<file path="src/rtl/cache_bus_responder_if.sv">
// Cache bus request/response types and the interface bundling the cache bus
// and the request/grant/rvalid memory port seen by cache_bus_responder.
package cache_bus_pkg;

    typedef struct packed {
        logic        valid;
        logic        write;
        logic        cached;
        logic [3:0]  burst_size;
        logic [1:0]  data_size;
        logic [31:0] addr;
        logic        data_ok;
        logic        data_last;
        logic [3:0]  data_strobe;
        logic [31:0] w_data;
    } cache_bus_req_t;

    typedef struct packed {
        logic        ready;
        logic        data_ok;
        logic        data_last;
        logic [31:0] r_data;
    } cache_bus_resp_t;

endpackage

interface cache_bus_responder_if;
    import cache_bus_pkg::*;

    cache_bus_req_t  bus_req_i;
    cache_bus_resp_t bus_resp_o;
    logic            mem_req_o;
    logic            mem_we_o;
    logic [31:0]     mem_addr_o;
    logic [3:0]      mem_be_o;
    logic [31:0]     mem_wdata_o;
    logic            mem_gnt_i;
    logic            mem_rvalid_i;
    logic [31:0]     mem_rdata_i;

    // Responder side.
    modport slave (
        input  bus_req_i, mem_gnt_i, mem_rvalid_i, mem_rdata_i,
        output bus_resp_o, mem_req_o, mem_we_o, mem_addr_o, mem_be_o, mem_wdata_o
    );

    // Initiator plus memory side.
    modport master (
        output bus_req_i, mem_gnt_i, mem_rvalid_i, mem_rdata_i,
        input  bus_resp_o, mem_req_o, mem_we_o, mem_addr_o, mem_be_o, mem_wdata_o
    );

endinterface

</file>
<file path="src/rtl/cache_bus_responder.sv">
// Cache bus target endpoint: one word memory access per beat, wrapping bursts,
// read-return buffer. Define CACHE_BUS_RESP_CHECK_EN to build the sticky err_o checker.
module cache_bus_responder
    import cache_bus_pkg::*;
#(
    parameter int RBUF_DEPTH = 4,
    parameter int MAX_BURST  = 16
) (
    input  logic                  clk,
    input  logic                  rst_n,
    cache_bus_responder_if.slave  bus,
    output logic                  err_o
);

    localparam int PW = $clog2(RBUF_DEPTH);
    localparam int CW = PW + 1;

    typedef enum logic [1:0] {
        S_IDLE,
        S_READ,
        S_WRITE
    } state_e;

    state_e          state_q, state_d;
    logic [31:0]     base_q, base_d;
    logic [3:0]      len_q, len_d;
    logic [4:0]      issued_q, issued_d;   // read grants, or accepted write beats
    logic [4:0]      ret_q, ret_d;
    logic [CW-1:0]   inflight_q, inflight_d;
    logic [CW-1:0]   count_q, count_d;
    logic [PW-1:0]   wptr_q, wptr_d;
    logic [PW-1:0]   rptr_q, rptr_d;
    logic [31:0]     rbuf_q [RBUF_DEPTH];

    cache_bus_resp_t resp_c;
    logic            mem_req_c;
    logic            mem_we_c;
    logic [31:0]     mem_addr_c;
    logic [3:0]      mem_be_c;
    logic [31:0]     mem_wdata_c;

    logic            gnt_rd;
    logic            push;
    logic            pop;
    logic            rv_dec;
    logic            has_credit;
    logic            accept_c;
    logic            wr_acc_c;
    logic            wr_last_c;

    // Word bits inside the burst-aligned block advance modulo len+1; the rest stay put.
    function automatic logic [31:0] beat_addr(input logic [31:0] base,
                                              input logic [3:0]  len,
                                              input logic [4:0]  idx);
        logic [29:0] word;
        logic [29:0] mask;
        logic [29:0] sum;
        word = base[31:2];
        mask = {26'd0, len};
        sum  = word + {25'd0, idx};
        return {(word & ~mask) | (sum & mask), 2'b00};
    endfunction

    assign has_credit = ((CW+1)'(inflight_q) + (CW+1)'(count_q)) < (CW+1)'(RBUF_DEPTH);

    // NOTE: every variable gets a default before the case so no path can infer a latch.
    always_comb begin
        state_d     = state_q;
        base_d      = base_q;
        len_d       = len_q;
        issued_d    = issued_q;
        ret_d       = ret_q;
        resp_c      = '0;
        mem_req_c   = 1'b0;
        mem_we_c    = 1'b0;
        mem_addr_c  = '0;
        mem_be_c    = '0;
        mem_wdata_c = '0;
        gnt_rd      = 1'b0;
        push        = 1'b0;
        pop         = 1'b0;
        rv_dec      = 1'b0;
        accept_c    = 1'b0;
        wr_acc_c    = 1'b0;
        wr_last_c   = 1'b0;

        case (state_q)
            S_IDLE: begin
                if (bus.bus_req_i.valid) begin
                    accept_c     = 1'b1;
                    resp_c.ready = 1'b1;
                    base_d       = bus.bus_req_i.addr;
                    len_d        = bus.bus_req_i.burst_size;
                    ret_d        = '0;
                    if (bus.bus_req_i.write) begin
                        state_d  = S_WRITE;
                        issued_d = '0;
                    end else begin
                        // Beat 0 of a read is issued in the accept cycle to save a cycle of latency.
                        state_d    = S_READ;
                        mem_req_c  = 1'b1;
                        mem_addr_c = {bus.bus_req_i.addr[31:2], 2'b00};
                        mem_be_c   = 4'hF;
                        gnt_rd     = bus.mem_gnt_i;
                        issued_d   = {4'd0, bus.mem_gnt_i};
                    end
                end
            end

            S_READ: begin
                if (issued_q <= {1'b0, len_q} && has_credit) begin
                    mem_req_c  = 1'b1;
                    mem_addr_c = beat_addr(base_q, len_q, issued_q);
                    mem_be_c   = 4'hF;
                    gnt_rd     = bus.mem_gnt_i;
                    issued_d   = issued_q + {4'd0, bus.mem_gnt_i};
                end
                push   = bus.mem_rvalid_i && (count_q != CW'(RBUF_DEPTH));
                rv_dec = bus.mem_rvalid_i && (inflight_q != '0);
                if (count_q != '0 && bus.bus_req_i.data_ok) begin
                    pop              = 1'b1;
                    resp_c.data_ok   = 1'b1;
                    resp_c.r_data    = rbuf_q[rptr_q];
                    resp_c.data_last = (ret_q == {1'b0, len_q});
                    ret_d            = ret_q + 5'd1;
                    if (ret_q == {1'b0, len_q}) begin
                        state_d = S_IDLE;
                    end
                end
            end

            S_WRITE: begin
                mem_req_c   = bus.bus_req_i.data_ok;
                mem_we_c    = 1'b1;
                mem_be_c    = bus.bus_req_i.data_strobe;
                mem_wdata_c = bus.bus_req_i.w_data;
                mem_addr_c  = beat_addr(base_q, len_q, issued_q);
                wr_last_c   = (issued_q == {1'b0, len_q});
                if (bus.bus_req_i.data_ok && bus.mem_gnt_i) begin
                    wr_acc_c         = 1'b1;
                    resp_c.data_ok   = 1'b1;
                    resp_c.data_last = wr_last_c;
                    issued_d         = issued_q + 5'd1;
                    if (wr_last_c) begin
                        state_d = S_IDLE;
                    end
                end
            end

            default: begin
                state_d = S_IDLE;
            end
        endcase
    end

    always_comb begin
        inflight_d = inflight_q + CW'(gnt_rd) - CW'(rv_dec);
        count_d    = count_q + CW'(push) - CW'(pop);
        wptr_d     = push ? wptr_q + PW'(1) : wptr_q;
        rptr_d     = pop  ? rptr_q + PW'(1) : rptr_q;
        if (state_q == S_IDLE) begin
            inflight_d = CW'(gnt_rd);
            count_d    = '0;
            wptr_d     = '0;
            rptr_d     = '0;
        end
    end

    // NOTE: state registers use non-blocking assignments so all flops update together.
    always_ff @(posedge clk) begin
        if (!rst_n) begin
            state_q    <= S_IDLE;
            base_q     <= '0;
            len_q      <= '0;
            issued_q   <= '0;
            ret_q      <= '0;
            inflight_q <= '0;
            count_q    <= '0;
            wptr_q     <= '0;
            rptr_q     <= '0;
        end else begin
            state_q    <= state_d;
            base_q     <= base_d;
            len_q      <= len_d;
            issued_q   <= issued_d;
            ret_q      <= ret_d;
            inflight_q <= inflight_d;
            count_q    <= count_d;
            wptr_q     <= wptr_d;
            rptr_q     <= rptr_d;
        end
    end

    // NOTE: buffer storage is not reset; count and pointers alone say which entries are valid.
    always_ff @(posedge clk) begin
        if (push) begin
            rbuf_q[wptr_q] <= bus.mem_rdata_i;
        end
    end

    // Outputs are forced low while reset is held, whatever the registers contain.
    assign bus.bus_resp_o  = rst_n ? resp_c      : '0;
    assign bus.mem_req_o   = rst_n & mem_req_c;
    assign bus.mem_we_o    = rst_n & mem_we_c;
    assign bus.mem_addr_o  = rst_n ? mem_addr_c  : '0;
    assign bus.mem_be_o    = rst_n ? mem_be_c    : '0;
    assign bus.mem_wdata_o = rst_n ? mem_wdata_c : '0;

`ifdef CACHE_BUS_RESP_CHECK_EN
    logic       err_q;
    logic       err_set;
    logic [4:0] beats_p1;

    always_comb begin
        beats_p1 = {1'b0, bus.bus_req_i.burst_size} + 5'd1;
        err_set  = 1'b0;
        if (wr_acc_c && (bus.bus_req_i.data_last != wr_last_c)) begin
            err_set = 1'b1;
        end
        if (accept_c && ((int'(beats_p1) > MAX_BURST) || ((beats_p1 & (beats_p1 - 5'd1)) != 5'd0))) begin
            err_set = 1'b1;
        end
        if (state_q == S_READ && bus.mem_rvalid_i && inflight_q == '0) begin
            err_set = 1'b1;
        end
    end

    always_ff @(posedge clk) begin
        if (!rst_n) begin
            err_q <= 1'b0;
        end else if (err_set) begin
            err_q <= 1'b1;
        end
    end

    assign err_o = rst_n & err_q;

    logic unused_fields;
    assign unused_fields = ^{bus.bus_req_i.cached, bus.bus_req_i.data_size};
`else
    assign err_o = 1'b0;

    logic unused_fields;
    assign unused_fields = ^{bus.bus_req_i.cached, bus.bus_req_i.data_size,
                             bus.bus_req_i.data_last, accept_c, wr_acc_c};
`endif

endmodule
</file>
<file path="src/flat_wrapper.sv">
// flat-port wrapper written by rule: the top's interface ports become plain ports
module cache_bus_responder_flat import cache_bus_pkg::*;
#(
    parameter int RBUF_DEPTH = 4,
    parameter int MAX_BURST  = 16
)
  (clk, rst_n, err_o, bus_bus_req_i, bus_mem_gnt_i, bus_mem_rvalid_i, bus_mem_rdata_i, bus_bus_resp_o, bus_mem_req_o, bus_mem_we_o, bus_mem_addr_o, bus_mem_be_o, bus_mem_wdata_o);
  cache_bus_responder_if bus_i ();
  input  logic clk;
  input  logic rst_n;
  output logic err_o;
  input wire logic [$bits(bus_i.bus_req_i)-1:0] bus_bus_req_i;
  input wire logic [$bits(bus_i.mem_gnt_i)-1:0] bus_mem_gnt_i;
  input wire logic [$bits(bus_i.mem_rvalid_i)-1:0] bus_mem_rvalid_i;
  input wire logic [$bits(bus_i.mem_rdata_i)-1:0] bus_mem_rdata_i;
  output wire logic [$bits(bus_i.bus_resp_o)-1:0] bus_bus_resp_o;
  output wire logic [$bits(bus_i.mem_req_o)-1:0] bus_mem_req_o;
  output wire logic [$bits(bus_i.mem_we_o)-1:0] bus_mem_we_o;
  output wire logic [$bits(bus_i.mem_addr_o)-1:0] bus_mem_addr_o;
  output wire logic [$bits(bus_i.mem_be_o)-1:0] bus_mem_be_o;
  output wire logic [$bits(bus_i.mem_wdata_o)-1:0] bus_mem_wdata_o;
  assign bus_i.bus_req_i = bus_bus_req_i;
  assign bus_i.mem_gnt_i = bus_mem_gnt_i;
  assign bus_i.mem_rvalid_i = bus_mem_rvalid_i;
  assign bus_i.mem_rdata_i = bus_mem_rdata_i;
  assign bus_bus_resp_o = bus_i.bus_resp_o;
  assign bus_mem_req_o = bus_i.mem_req_o;
  assign bus_mem_we_o = bus_i.mem_we_o;
  assign bus_mem_addr_o = bus_i.mem_addr_o;
  assign bus_mem_be_o = bus_i.mem_be_o;
  assign bus_mem_wdata_o = bus_i.mem_wdata_o;
  cache_bus_responder #(.RBUF_DEPTH(RBUF_DEPTH), .MAX_BURST(MAX_BURST)) u_core (.clk(clk), .rst_n(rst_n), .bus(bus_i), .err_o(err_o));
endmodule
</file>
<file path="config.mk">
export PLATFORM = sky130hd
export DESIGN_NAME = cache_bus_responder_flat
export DESIGN_NICKNAME = d
export VERILOG_FILES = /design/src/rtl/cache_bus_responder_if.sv /design/src/rtl/cache_bus_responder.sv /design/src/flat_wrapper.sv
export SDC_FILE = /design/constraint.sdc
export NUM_CORES = 1
export LEC_CHECK = 0
export ABC_AREA = 1
export CAP_MARGIN = 15
export CORE_MARGIN = 5
export CORE_UTILIZATION = 50
export DETAILED_ROUTE_END_ITERATION = 8
export GPL_TIMING_DRIVEN = 1
export HOLD_SLACK_MARGIN = 0.1
export PLACE_DENSITY = 0.81
export SETUP_SLACK_MARGIN = 0.05
export SYNTH_ARGS = -nofsm -noshare
export SYNTH_HDL_FRONTEND = slang
export SYNTH_SLANG_ARGS = --single-unit
</file>
<file path="constraint.sdc">
create_clock -name clk -period 4.27 [get_ports clk]
set_clock_uncertainty 0.2 [all_clocks]
set_input_delay 0.854 -clock clk [delete_from_list [all_inputs] [get_ports clk]]
set_output_delay 0.854 -clock clk [all_outputs]
set_load 0.02 [all_outputs]
</file>
==> After elaboration in Yosys (flattened, before gate mapping) <==
Memory sizes are Yosys's and may differ from the RTL's. A register that Yosys moved wholly into a read port is not among the register bits.
Index checks and enable logic that the tools add are counted.
{ "totals": {"ff_bits": 58, "ram_bits": 128, "inputBits": 115, "out_inout_bits": 106, "elab_cells": 109, "n_memories": 1} }
{ "mem_list": {"columns": ["name", "depth", "word_bits", "read_ports", "rd_ports_with_merged_regs", "write_ports", "line", "text"], "rows": [
  ["u_core.rbuf_q", 4, 32, 1, 1, 1, "cache_bus_responder.sv:33", "logic [31:0] rbuf_q [RBUF_DEPTH];"]
]} }
{ "op_classes": {"n_addsub": 11, "n_lt_le_gt_ge": 2, "n_eq_ne": 11, "n_mux": 52, "bitwise_logic": 7, "reduce_logical": 15} }
{ "ops": {"columns": ["cell", "n"], "rows": [
  ["two-way mux 32 bit", 7],
  ["case mux 32 bit (3 select lines)", 1],
  ["two-way mux 35 bit", 1],
  ["two-way mux 34 bit", 1],
  ["adder 30 x 5 -> 30 bit", 1],
  ["AND 30 bit", 1],
  ["AND 30 x 4 -> 30 bit", 1],
  ["inverter 4 -> 30 bit", 1],
  ["OR 30 bit", 1],
  ["two-way mux 5 bit", 5],
  ["two-way mux 2 bit", 9],
  ["two-way mux 1 bit", 17],
  ["two-way mux 4 bit", 4],
  ["case mux 5 bit (3 select lines)", 1],
  ["case mux 4 bit (3 select lines)", 1],
  ["adder 5 x 1 -> 5 bit, second input constant", 2],
  ["== test 5 x 4 -> 1 bit", 2],
  ["inequality test 2 x 1 -> 1 bit, second input constant", 5],
  ["case mux 5 bit (2 select lines)", 1],
  ["nonzero test 3 bit", 3],
  ["adder 3 x 1 -> 3 bit", 2],
  ["case mux 2 bit (3 select lines)", 1],
  ["subtractor 3 x 1 -> 3 bit", 2],
  ["adder 5 x 1 -> 5 bit", 1],
  ["21 further kinds", 27]
]} }

==> Depth between registers and ports, before layout <==
Gate-level depths: netlist of run 1.
{ "logic_depth": {"depth_word": 8, "ltp_mapped": 16, "ltp_nobuf": 16} }

==> Worst setup path after synthesis of run 1 <==
Ideal clock, no wire load.
{ "synth_path": {"path_type": "input-to-reg", "start": "in bus_mem_rvalid_i", "end": "mem u_core.rbuf_q[0][0] (enable)", "setup_time_ns": 0.421, "t_arrival_ns": 2.663, "required_ns": 3.649, "slack_ns": 0.986, "stages": 4, "n_path_buf": 0, "path_cell_list": "nand2_1 -> a31oi_1 -> inv_1 -> nor2_1"} }
{ "synth_via": {"elab_chain_len": 4} }
{ "synth_lines": {"columns": ["element", "line", "text"], "rows": [
  ["start, declared", "flat_wrapper.sv:14", "input wire logic [$bits(bus_i.mem_rvalid_i)-1:0] bus_mem_rvalid_i;"],
  ["logical AND 1 bit", "cache_bus_responder.sv:118", "push = bus.mem_rvalid_i && (count_q != CW'(RBUF_DEPTH));"],
  ["two-way mux 1 bit", "cache_bus_responder.sv:87", "case (state_q)"],
  ["via u_core.push", "cache_bus_responder.sv:43", "logic push;"],
  ["two-way mux 1 bit", "cache_bus_responder.sv:196", "if (push) begin"],
  ["two-way mux 1 bit (not written as such)", "cache_bus_responder.sv:197", "rbuf_q[wptr_q] <= bus.mem_rdata_i;"],
  ["end, declared", "cache_bus_responder.sv:33", null]
]} }
The timed path passes the listed nets, and every way through them passes these cells.

==> Final worst setup path of run 1 <==
{ "layout_path": {"start": "in rst_n", "end": "out bus_mem_addr_o[5]"} }
{ "layout_via": {"elab_chain_len": 1} }
{ "layout_lines": {"columns": ["element", "line", "text"], "rows": [
  ["start, declared", "flat_wrapper.sv:10", "input logic rst_n;"],
  ["two-way mux 32 bit", "cache_bus_responder.sv:205", "assign bus.mem_addr_o = rst_n ? mem_addr_c : '0;"],
  ["end, declared", "flat_wrapper.sv:19", "output wire logic [$bits(bus_i.mem_addr_o)-1:0] bus_mem_addr_o;"]
]} }
Every way passes these cells.

==> impl_results.rst, run 1 <==
.. list-table::
   :header-rows: 1

   * - Metric
     - Value
   * - Worst-Skew Late Latency
     - 0.42 ns
   * - Synth cell types
     - 40
   * - Die extent in x
     - between 100 and 150 µm
   * - Post-synth EDFFs
     - 128
   * - Critical path endpoint category
     - output port
   * - Final Slew Violations
     - 0
   * - Overall routed net length
     - between 20000 and 25000 µm
   * - Run status
     - complete, no violations
   * - Clk buf depth
     - 2
   * - Maximum number of pins on one net before global-route repair
     - 65
   * - Diodes inserted
     - 0
   * - Primary FF master, synth
     - edfxtp_1
   * - Share of post-route cells with drive strength above 1
     - 6.01%
   * - Leakage power total
     - 4.89 nW
   * - Cell area after synthesis
     - 8930 µm²
   * - Most frequent cell on the critical path
     - clkdlybuf4s50_1
   * - Hold Path Class
     - flop to flop
   * - Proportion of total power due to net switching
     - 27.2%
   * - Syn Area/Cell
     - 8.61 µm²
   * - Final sum of negative setup slack
     - 0 ns
   * - Die Footprint
     - 20600 µm²
   * - Remaining number of nets flagged by the antenna check after routing
     - 0
   * - Final setup margin
     - 0.332 ns
   * - Worst-path cell with the longest stage delay
     - clkdlybuf4s50_1
   * - Setup fix buffers added after clock tree synthesis
     - 0
   * - Core ar.
     - 17400 µm²
   * - Reg-to-reg slack, setup
     - 1.48 ns
   * - Post-placement setup slack
     - 0.340 ns
   * - Count of clock tree sinks
     - 186
   * - Initial DRC count
     - between 500 and 600
   * - Final setup violation count
     - 0
   * - Sequential power share
     - 48.2%
   * - Ys async rst share
     - 0%
   * - I/O pins
     - 221
   * - Die outline height
     - 144 µm
   * - Delay of the slowest cell on the worst path
     - between 0.6 and 0.7 ns
   * - Slew of the pin with the lowest slew margin
     - roughly 0.69 ns
   * - Initial standard-cell utilization of the core
     - approximately half
   * - Worst Path Arrival
     - 2.88 ns
   * - Category of the most critical setup path
     - input pin to output port
   * - Root buffer cell
     - clkbuf_16
   * - F_max
     - 254 MHz
   * - Vias in the first global route
     - 7178
   * - Vias after detailed routing
     - 7312
   * - Layout Area Growth over Synthesis
     - 32.8%
   * - Worst slew slack as a fraction of its limit
     - ~54%
   * - Internal power consumption
     - 3.03 mW
   * - Antenna violations before repair
     - 0
   * - Router iterations before antenna repair
     - 7
   * - Worst-path fanout max
     - 32
   * - Comb pwr share
     - 14.2%
   * - Vias per cell
     - 4.97
   * - Post-synthesis sequential area ratio
     - 56.1%
   * - Site row count
     - 48
   * - Maximum ir drop on the vdd rail
     - 0.272 mV
   * - Critical path cell sequence
     - clkdlybuf4s50_1, inv_1, nor2_2, buf_12, a21boi_2, clkdlybuf4s50_1
   * - H-Tree Depth
     - 4
   * - Final global-route overflow total
     - 0
   * - First-pass GRT wire length
     - roughly 35000 µm
   * - Number of input and output port buffers inserted
     - 211
   * - Worst hold margin
     - 0.272 ns
   * - CTS tree
     - yes
   * - Clock slew seen by the registers of the worst setup and hold paths
     - 0.06 ns
   * - Tcrit/Tclk final
     - between 90% and 100%
   * - Remaining DRCs
     - 0
   * - Time the worst path needs with I/O delays and setup
     - 3.94 ns
   * - Routability congestion estimate from global placement
     - 0.821
   * - Maximum capacitance violations
     - 0
   * - RSZ-0062 raised after global routing
     - false
   * - Cell count after synthesis
     - approximately 1000
   * - Drt wl/cell
     - ~15 µm
   * - Setup crit start kind
     - input pin
   * - Number of failing hold endpoints at the final stage
     - 0
   * - HPWL after detailed placement
     - approximately 15000 µm
   * - Number of buffers created by CTS
     - 17
   * - Fill cells
     - 1352
   * - Register bit total from synthesis
     - 186
   * - Yosys warns
     - 0
   * - Overall routing resource usage
     - between 20% and 30%
   * - Areal power density over the cells
     - approximately 350 nW/µm²
   * - Portion of total power attributed to the clock network
     - 37.6%
   * - Count of nets after finishing
     - about 1400
   * - Worst EP required
     - about 3.2 ns
   * - Reported net switching power
     - around 1.1 mW
-- logic make-up after synthesis --
group,share of synthesized area [%]
buf+inv,8.20
flops,56.1
compound gates,10.3
xor+xnor,0.785
fa+ha+maj,4.04
other cells,0.0420
simple gates,20.6
-- what timing repair did --
| action | 4_1_cts | 5_1_grt |
|---|---|---|
| gates resized for setup | 0 | 1 |
| hold buffers | 0 | 0 |
| endpoints found under the setup margin | 0 | 8 |
-- final timing paths --
| check | startpoint | depth (start not counted) | to |
|---|---|---|---|
| worst min register to register | u_core.rptr_q[0]$_SDFFE_PP0P_ | 2 | flop |
| worst min-delay path | u_core.rptr_q[0]$_SDFFE_PP0P_ | 2 | flop |
| worst max register to register | u_core.len_q[3]$_SDFFE_PN0P_ | 16 | u_core.inflight_q[2]$_SDFF_PP0_ |
| worst max-delay path | rst_n | 6 | bus_mem_addr_o[5] |
-- flip-flops by register name, indices dropped and copies added (netlist names), named ones only --
register	cells
u_core.len_q	4
u_core.inflight_q	3
u_core.ret_q	5
u_core.rbuf_q	128
u_core.base_q	30
u_core.rptr_q	2
u_core.count_q	3
u_core.wptr_q	2
u_core.state_q	2
u_core.issued_q	5
-- final cells by class --
class                           count  area (µm²)  share of cell area, %
Clock buffer                       17         425                   3.59
Clock inverter                     15         194                   1.64
Inverter                          121         454                   3.83
Multi-Input combinational cell    680        3220                   27.1
Sequential cell                   186        5010                   42.2
Tap cell                          225         282                   2.37
Timing Repair Buffer              228        2280                   19.2
-- critical path, delay by kind of cell --
kind | cells | cell delay (ns)
AO/OA/AOI/OAI | 1 | 0.18
buffers and inverters | 4 | 1.62
AND/OR/NAND/NOR | 1 | 0.22
-- per-layer routing --
| layer | share of wire, % | routed length (µm) | GRT usage [%] |
|---|---|---|---|
| met1 | 40 | 8750 | 26.2 |
| met2 | 50 | 11100 | 37.3 |
| met3 | 9.0 | 1990 | 5.82 |
| met4 | 1.0 | 230 | 6.39 |
| met5 | 0 | 0 | 0 |
-- cells in the final DEF, fill, tap and decap left out, types with 2 or more instances in the layout --
master | synthesis | routed
clkbuf_16 | 0 | 17
or2_2 | 2 | 2
nand2_1 | 183 | 183
inv_1 | 117 | 117
clkinv_4 | 0 | 3
nor3_1 | 3 | 3
dfxtp_1 | 58 | 57
clkinv_8 | 0 | 7
xor2_1 | 5 | 5
xnor2_1 | 3 | 3
o21ai_1 | 8 | 8
nand4_1 | 2 | 2
inv_8 | 0 | 4
nor2_2 | 3 | 7
nor2_1 | 246 | 242
fa_1 | 3 | 3
buf_12 | 0 | 3
o21ai_0 | 98 | 98
ha_1 | 24 | 24
nand3_1 | 16 | 16
a31oi_1 | 2 | 2
inv_2 | 3 | 3
nand2_2 | 5 | 5
buf_4 | 7 | 14
edfxtp_1 | 128 | 128
conb_1 | 1 | 3
a21oi_1 | 61 | 61
clkdlybuf4s50_1 | 0 | 211
-- stage by stage --
stage	util, %	std cells	power [mW]	area (µm²)
2_1_floorplan	-	1039	2.39	8930
3_3_place_gp	64.5	1440	2.62	11200
3_5_place_dp	64.5	1440	2.64	11200
4_1_cts	68.0	1472	4.20	11800
5_1_grt	68.1	1472	4.35	11900
6_report	68.1	1472	4.17	11900
-- cell usage after synthesis, types with 2 or more instances --
| cell type | number | share of area, % |
|---|---|---|
| fa_1 | 3 | 0.67 |
| nand2_2 | 5 | 0.35 |
| buf_2 | 21 | 1.2 |
| o21ai_0 | 98 | 5.5 |
| a31oi_1 | 2 | 0.14 |
| nor2_1 | 246 | 10 |
| o21ai_1 | 8 | 0.45 |
| nand3_1 | 16 | 0.90 |
| nor3_1 | 3 | 0.17 |
| clkbuf_1 | 18 | 0.76 |
| a21oi_1 | 61 | 3.4 |
| xnor2_1 | 3 | 0.29 |
| edfxtp_1 | 128 | 43 |
| buf_6 | 4 | 0.50 |
| nand2_1 | 183 | 7.7 |
| dfxtp_1 | 58 | 13 |
| or2_2 | 2 | 0.14 |
| nor2_2 | 3 | 0.21 |
| buf_4 | 7 | 0.59 |
| xor2_1 | 5 | 0.49 |
| inv_1 | 117 | 4.9 |
| inv_2 | 3 | 0.13 |
| nand4_1 | 2 | 0.14 |
| buf_1 | 2 | 0.084 |
| ha_1 | 24 | 3.4 |
-- power groups by stage --
stage / combinational [mW] / sequential, mW / clock, mW
final: 0.592 / 2.01 / 1.57
after CTS: 0.590 / 2.01 / 1.60
after global placement: 0.574 / 2.05 / 0
after detailed placement: 0.585 / 2.05 / 0
after floorplan: 0.346 / 2.04 / 0
after global routing: 0.661 / 2.02 / 1.67
Power figures use the tool's default switching activity.
==> inputs of run 2 (changes only) <==
--- a/config.mk
+++ b/config.mk
@@ -6,12 +6,11 @@
 export NUM_CORES = 1
 export LEC_CHECK = 0
 export ABC_AREA = 1
-export CAP_MARGIN = 15
 export CORE_MARGIN = 5
 export CORE_UTILIZATION = 50
 export DETAILED_ROUTE_END_ITERATION = 8
 export GPL_TIMING_DRIVEN = 1
-export HOLD_SLACK_MARGIN = 0.1
+export HOLD_SLACK_MARGIN = 0.08
 export PLACE_DENSITY = 0.81
 export SETUP_SLACK_MARGIN = 0.05
 export SYNTH_ARGS = -nofsm -noshare
==> results of run 2 <==
No change in the layout: final DEF, timing and power equal those of run 1.
==> inputs of run 3 (changes only) <==
--- a/config.mk
+++ b/config.mk
@@ -11,7 +11,7 @@
 export DETAILED_ROUTE_END_ITERATION = 8
 export GPL_TIMING_DRIVEN = 1
 export HOLD_SLACK_MARGIN = 0.08
-export PLACE_DENSITY = 0.81
+export PLACE_DENSITY = 0.78
 export SETUP_SLACK_MARGIN = 0.05
 export SYNTH_ARGS = -nofsm -noshare
 export SYNTH_HDL_FRONTEND = slang
==> run 3 against run 2 <==
  * First-iteration DRC count is 25% lower
  * Non-clock buffer count unchanged
  * Setup slack worse by 0.015 ns
  * Cell count unchanged
  * Final area is 0.19% higher
  * Global-route usage shrank 0.30 points
  * Via count decreased by 0.33%
  * Combinational power is essentially flat
  * Worst hold slack worse by 0.0053 ns
  * Flip-flop and latch count did not move
  * Routed wire length is 1.2% lower
  * Critical path type unchanged
  * Largest power group unchanged
==> impl_results.rst, run 3 (synthesis results as in run 1) <==
.. list-table::
   :header-rows: 1

   * - Metric
     - Value
   * - Leading cell types in the layout, fill and taps excluded
     - nor2_1 (242), clkdlybuf4s50_1 (211), nand2_1 (183) (unchanged)
   * - Fill cells
     - 1388 (was 1352)
   * - Core ar.
     - 17400 µm² (unchanged)
   * - Site row count
     - 48 (unchanged)
   * - Areal power density over the cells
     - 356 nW/µm² (was 352 nW/µm²)
   * - Number of buffers created by CTS
     - 17 (unchanged)
   * - Setup crit start kind
     - input pin (unchanged)
   * - Worst slew slack as a fraction of its limit
     - 55.0% (was 54.2%)
   * - Worst Path Arrival
     - 2.90 ns (was 2.88 ns)
   * - Maximum number of pins on one net before global-route repair
     - 65 (unchanged)
   * - Worst-Skew Late Latency
     - 0.44 ns (was 0.42 ns)
   * - Root buffer cell
     - clkbuf_16 (unchanged)
   * - Final global-route overflow total
     - 0 (unchanged)
   * - Layout Area Growth over Synthesis
     - 33.1% (was 32.8%)
   * - Leakage power total
     - 4.89 nW (about the same)
   * - Total power of the final layout
     - 4.23 mW (was 4.17 mW)
   * - Number of input and output port buffers inserted
     - 211 (unchanged)
   * - Final Slew Violations
     - 0 (unchanged)
   * - Comb pwr share
     - 14.0% (was 14.2%)
   * - Overall routing resource usage
     - 21.1% (was 21.4%)
   * - Slew of the pin with the lowest slew margin
     - 0.675 ns (was 0.687 ns)
   * - Sequential power share
     - 47.6% (was 48.2%)
   * - Maximum capacitance violations
     - 0 (unchanged)
   * - Register name with the most flops
     - u_core.rbuf_q (unchanged)
   * - Internal power consumption
     - 3.05 mW (was 3.03 mW)
   * - Count of clock tree sinks
     - 186 (unchanged)
   * - HPWL after detailed placement
     - 14600 µm (was 14700 µm)
   * - Most frequent cell on the critical path
     - clkdlybuf4s50_1 (unchanged)
   * - Met1 track demand over resource in global routing
     - 25.8% (was 26.2%)
   * - I/O pins
     - 221 (unchanged)
   * - Count of cells along the worst register-to-register path
     - 16 (unchanged)
   * - Maximum ir drop on the vdd rail
     - 0.313 mV (was 0.272 mV)
   * - Post-Route Utilization
     - 68.2% (was 68.1%)
   * - Run status
     - complete, no violations (unchanged)
   * - Worst hold margin
     - 0.267 ns (was 0.272 ns)
   * - Most common cell after layout, fill and taps aside
     - nor2_1 (unchanged)
   * - Die outline height
     - 144 µm (unchanged)
   * - Quantity of hold-fixing buffers added after cts
     - 0 (unchanged)
   * - Tcrit/Tclk final
     - 92.6% (was 92.2%)
   * - Final setup violation count
     - 0 (unchanged)
   * - Share of post-route cells with drive strength above 1
     - 6.01% (unchanged)
   * - Registers with the most flip-flops
     - u_core.rbuf_q (128), u_core.base_q (30) (unchanged)
   * - Final sum of negative setup slack
     - 0 ns (unchanged)
   * - Overall routed net length
     - 21800 µm (was 22100 µm)
   * - Met2 global-route usage
     - 35.8% (was 37.3%)
   * - Clock slew seen by the registers of the worst setup and hold paths
     - 0.07 ns (was 0.06 ns)
   * - Vias after detailed routing
     - 7288 (was 7312)
   * - Reg-to-reg slack, setup
     - 1.51 ns (was 1.48 ns)
   * - CTS-repair resized insts
     - 0 (unchanged)
   * - Initial DRC count
     - 388 (was 516)
   * - First-pass GRT wire length
     - 34600 µm (was 35000 µm)
   * - RSZ-0062 raised after global routing
     - false (unchanged)
   * - Setup fix buffers added after clock tree synthesis
     - 0 (unchanged)
   * - Worst-path fanout max
     - 32 (unchanged)
   * - Worst EP required
     - 3.22 ns (about the same)
   * - WHS Path Cells
     - 2 (unchanged)
   * - CTS tree
     - yes (unchanged)
   * - Critical path endpoint category
     - output port (unchanged)
   * - Final instance count without filler cells
     - 1472 (unchanged)
   * - Portion of total power attributed to the clock network
     - 38.4% (was 37.6%)
   * - Worst-path cell with the longest stage delay
     - clkdlybuf4s50_1 (unchanged)
   * - Number of flip-flops under the largest register name
     - 128 (unchanged)
   * - Router iterations before antenna repair
     - 5 (was 7)
   * - Dpl cells
     - 1440 (unchanged)
   * - Routability congestion estimate from global placement
     - 0.834 (was 0.821)
   * - Critical path cell sequence
     - clkdlybuf4s50_1, o21ai_2, nor2_4, nand2_1, buf_4, a21oi_1, clkdlybuf4s50_1 (was clkdlybuf4s50_1, inv_1, nor2_2, buf_12, a21boi_2, clkdlybuf4s50_1)
   * - Count of nets after finishing
     - 1376 (unchanged)
   * - Antenna violations before repair
     - 0 (unchanged)
   * - Remaining number of nets flagged by the antenna check after routing
     - 0 (unchanged)
   * - Vias per cell
     - 4.95 (was 4.97)
   * - Remaining DRCs
     - 0 (unchanged)
   * - Reported net switching power
     - 1.17 mW (was 1.14 mW)
   * - Delay of the slowest cell on the worst path
     - 0.64 ns (was 0.65 ns)
   * - H-Tree Depth
     - 4 (unchanged)
   * - Proportion of total power due to net switching
     - 27.8% (was 27.2%)
   * - Drt wl/cell
     - 14.8 µm (was 15.0 µm)
   * - Initial standard-cell utilization of the core
     - 51.3% (unchanged)
   * - Number of failing hold endpoints at the final stage
     - 0 (unchanged)
   * - Diodes inserted
     - 0 (unchanged)
   * - Time the worst path needs with I/O delays and setup
     - 3.95 ns (was 3.94 ns)
   * - Clk buf depth
     - 2 (unchanged)
   * - Vias in the first global route
     - 7012 (was 7178)
   * - Category of the most critical setup path
     - input pin to output port (unchanged)
   * - Die extent in x
     - 144 µm (unchanged)
   * - Die Footprint
     - 20600 µm² (unchanged)
   * - GRT busiest layer
     - met2 (unchanged)
   * - F_max
     - 253 MHz (was 254 MHz)
   * - Global-route track usage on met3
     - 6.59% (was 5.82%)
   * - Hold Path Class
     - flop to flop (unchanged)
==> run 3: power groups by stage <==
stage | Sequential [mW] | Combinational, mW | Clock, mW
after global placement | 2.05 | 0.577 | 0
after CTS | 2.01 | 0.592 | 1.65
after detailed placement | 2.05 | 0.588 | 0
after floorplan | 2.04 | 0.346 | 0
after global routing | 2.02 | 0.662 | 1.73
final | 2.01 | 0.592 | 1.62
==> run 3: worst paths after layout <==
path,start,end
setup reg to reg,u_core.len_q[2]$_SDFFE_PN0P_,u_core.inflight_q[2]$_SDFF_PP0_
hold / removal,u_core.rptr_q[0]$_SDFFE_PP0P_,flop
hold reg to reg,u_core.rptr_q[0]$_SDFFE_PP0P_,flop
setup / recovery,bus_bus_req_i[37],bus_bus_resp_o[15]
==> run 3: area by class of cell <==
cell class	instances	area, µm²	share of cell area [%]
sequential	186	5010	42.2
multi-input combinational	680	3240	27.2
timing repair buffer	228	2260	19.1
inverter	121	454	3.82
clock buffer	17	425	3.58
tap	225	282	2.37
clock inverter	15	209	1.76
==> run 3: routing by layer <==
layer / wire [µm] / vias up
li1: - / 3721
met1: 8860 / 3288
met2: 10600 / 242
met3: 1840 / 37
met4: 487 / 0
met5: 0 / -
==> run 3: critical path: cells and delay by family <==
kind,cells,cell delay [ns]
AOI/OAI and AO/OA,2,0.37
and+or+nand+nor,2,0.18
buffers and inverters,3,1.48
==> run 3: metrics by stage <==
| step | worst slack [ns] | instance area, µm² |
|---|---|---|
| 3_3_place_gp | 0.331 | 11200 |
| 3_5_place_dp | 0.314 | 11200 |
| 6_report | 0.317 | 11900 |
| 5_1_grt | 0.0708 | 11900 |
| 4_1_cts | 0.236 | 11900 |
| 2_1_floorplan | 0.986 | 8930 |
==> variant, RTL diff (config.mk and constraints of run 2) <==
`RBUF_DEPTH` is set to 4 in 2 places; all go to 2.
--- a/src/rtl/cache_bus_responder.sv
+++ b/src/rtl/cache_bus_responder.sv
@@ -3,7 +3,7 @@
 module cache_bus_responder
     import cache_bus_pkg::*;
 #(
-    parameter int RBUF_DEPTH = 4,
+    parameter int RBUF_DEPTH = 2,
     parameter int MAX_BURST  = 16
 ) (
     input  logic                  clk,
--- a/src/flat_wrapper.sv
+++ b/src/flat_wrapper.sv
@@ -1,7 +1,7 @@
 // flat-port wrapper written by rule: the top's interface ports become plain ports
 module cache_bus_responder_flat import cache_bus_pkg::*;
 #(
-    parameter int RBUF_DEPTH = 4,
+    parameter int RBUF_DEPTH = 2,
     parameter int MAX_BURST  = 16
 )
   (clk, rst_n, err_o, bus_bus_req_i, bus_mem_gnt_i, bus_mem_rvalid_i, bus_mem_rdata_i, bus_bus_resp_o, bus_mem_req_o, bus_mem_we_o, bus_mem_addr_o, bus_mem_be_o, bus_mem_wdata_o);
Function: changed (Yosys sat finds a counterexample within 4 cycles, from zero or initial values and one cycle with rst_n low).
==> variant against run 2 <==
- setup slack gained 0.0073 ns
- wire length down 24%
- total power down 19%
- final area down 24%
- area after synthesis is 31% lower
- sequential share of layout area down 9.1 points
- sequential cell count shrank 69
- critical path type unchanged
- critical endpoint is now bus_bus_resp_o[16]
==> variant: results (changes against run 2) <==
* Status: finished clean (unchanged)
* Routed wl met2 at 8190 um (was 11,100 um)
* DP HPWL at 11,800 um (was 14,700 um)
* Met3 WL post-DR at 1450 um (was 1990 um)
* First-pass GRT wire length at 26,300 um (was 35,000 um)
* GRT Resource Usage Total at 23.0% (was 21.4%)
* Cells after Synth at 757 (was 1,037)
* Final-layout non-clock buffer area share at 24.8% (was 19.2%)
* Multi-input logic area at 2550 um^2 (was 3220 um^2)
* Delay of the slowest critical-path stage at 0.63 ns (was 0.65 ns)
* Met2 Use GR at 38.0% (was 37.3%)
* FF-to-FF Start: u_core.len_q[3]$_SDFFE_PN0P_ (unchanged)
* Multi-input gates at 496 (was 680)
* GP Congestion at 0.830 (was 0.821)
* Design area at 9000 um^2 (was 11,900 um^2)
* Vias in the first global route at 5,256 (was 7,178)
* Yosys top cell area share at 31.4% (was 43.1%)
* Non-filler cells, final at 1,126 (was 1,472)
* Count of non-CTS buffers in the layout at 224 (was 228)
* R2R cell count at 15 (was 16)
* Worst reg2reg path endpoint: u_core.inflight_q[1]$_SDFF_PP0_ (was u_core.inflight_q[2]$_SDFF_PP0_)
* Largest net degree at the start of global routing at 43 (was 65)
* Detailed Route Iter0 Violations at 384 (was 516)
* Antenna violations before repair at 1 (was 0)
* Worst Tran Pin Value at 0.565 ns (was 0.687 ns)
* Clock buffers at 20 (was 17)
* DP Area at 8350 um^2 (was 11,200 um^2)
* Final-layout clock-cell area share at 7.12% (was 5.22%)
* R2R Setup Slk at 1.58 ns (was 1.48 ns)
* Vias/cell at 4.88 (was 4.97)
* Non-CTS inverters at 110 (was 121)
* Met3 Use GR at 8.93% (was 5.82%)
* Layout cells sized above 1 at 6.95% (was 6.01%)
* Met1 WL at 6920 um (was 8750 um)
* Top sig layer: met5 (was met4)
* Worst slack, placed at 0.348 ns (was 0.340 ns)
* Synth top cells by count: 174 x nand2_1, 144 x nor2_1, 107 x inv_1 (was 246 x nor2_1, 183 x nand2_1, 128 x edfxtp_1)
* Seq Cell Count at 117 (was 186)
* Max rail drop VDD at 0.268 mV (was 0.272 mV)
* Synth area leaders: edfxtp_1 31%, dfxtp_1 17%, nand2_1 11% (was edfxtp_1 43%, dfxtp_1 13%, nor2_1 10%)
* Register area at 2980 um^2 (was 5010 um^2)
* Yosys cell types at 38 (was 40)
* P_leak at 3.93 nW (was 4.89 nW)
* Total Wirelength at 16,800 um (was 22,100 um)
==> variant: cell count changes in the layout (fill, tap and decap cells not counted), sizes merged, moves of 15 or more <==
cell | run 2 | this run
o21ai | 107 | 45
inv | 125 | 110
edfxtp | 128 | 64
a21oi | 62 | 23
mux2i | 0 | 32
nor2 | 250 | 149
==> variant: worst max path at each step <==
stage | startpoint | end | slack (ns) | depth (start not counted)
after floorplan | bus_mem_rvalid_i | u_core.rbuf_q[1][0]$_DFFE_PP_ | 1.10 | 4
after global placement | bus_bus_req_i[37] | bus_bus_resp_o[12] | 0.41 | 7
after detailed placement | bus_bus_req_i[37] | bus_bus_resp_o[27] | 0.35 | 7
after CTS | u_core.len_q[3]$_SDFFE_PN0P_ | bus_mem_addr_o[23] | 0.05 | 13
after global routing | u_core.len_q[3]$_SDFFE_PN0P_ | bus_mem_addr_o[25] | 0.12 | 13
final | bus_bus_req_i[37] | bus_bus_resp_o[16] | 0.34 | 7
==> variant: logic make-up (layout without fill, tap and decap cells) <==
kind of cell    count (synthesis)  after routing  synth area share [%]
simple gates                  359            359                  24.0
buf+inv                       146            366                  10.2
flops                         117            117                  48.7
compound gates                 73             73                  6.23
mux                            32             32                  5.23
fa+ha+maj                      20             20                  4.33
xor+xnor                        9              9                  1.29
other cells                     1              3                0.0613
==> variant: what timing repair did <==
item | CTS | global route
resized for setup | 0 | 2
endpoints found under the hold margin | 0 | 0
setup buffers | 0 | 0
endpoints found under the setup margin | 0 | 30
==> variant: power breakdown <==
group          total [mW]  switching (mW)  internal (mW)
logic               0.574           0.320          0.254
clock network        1.54           0.504           1.04
registers            1.28          0.0337           1.24
==> variant: critical path, delay by kind of cell <==
family	cells	cell delay [ns]
AO/OA/AOI/OAI	1	0.13
buffers and inverters	3	1.42
AND/OR/NAND/NOR	3	0.46
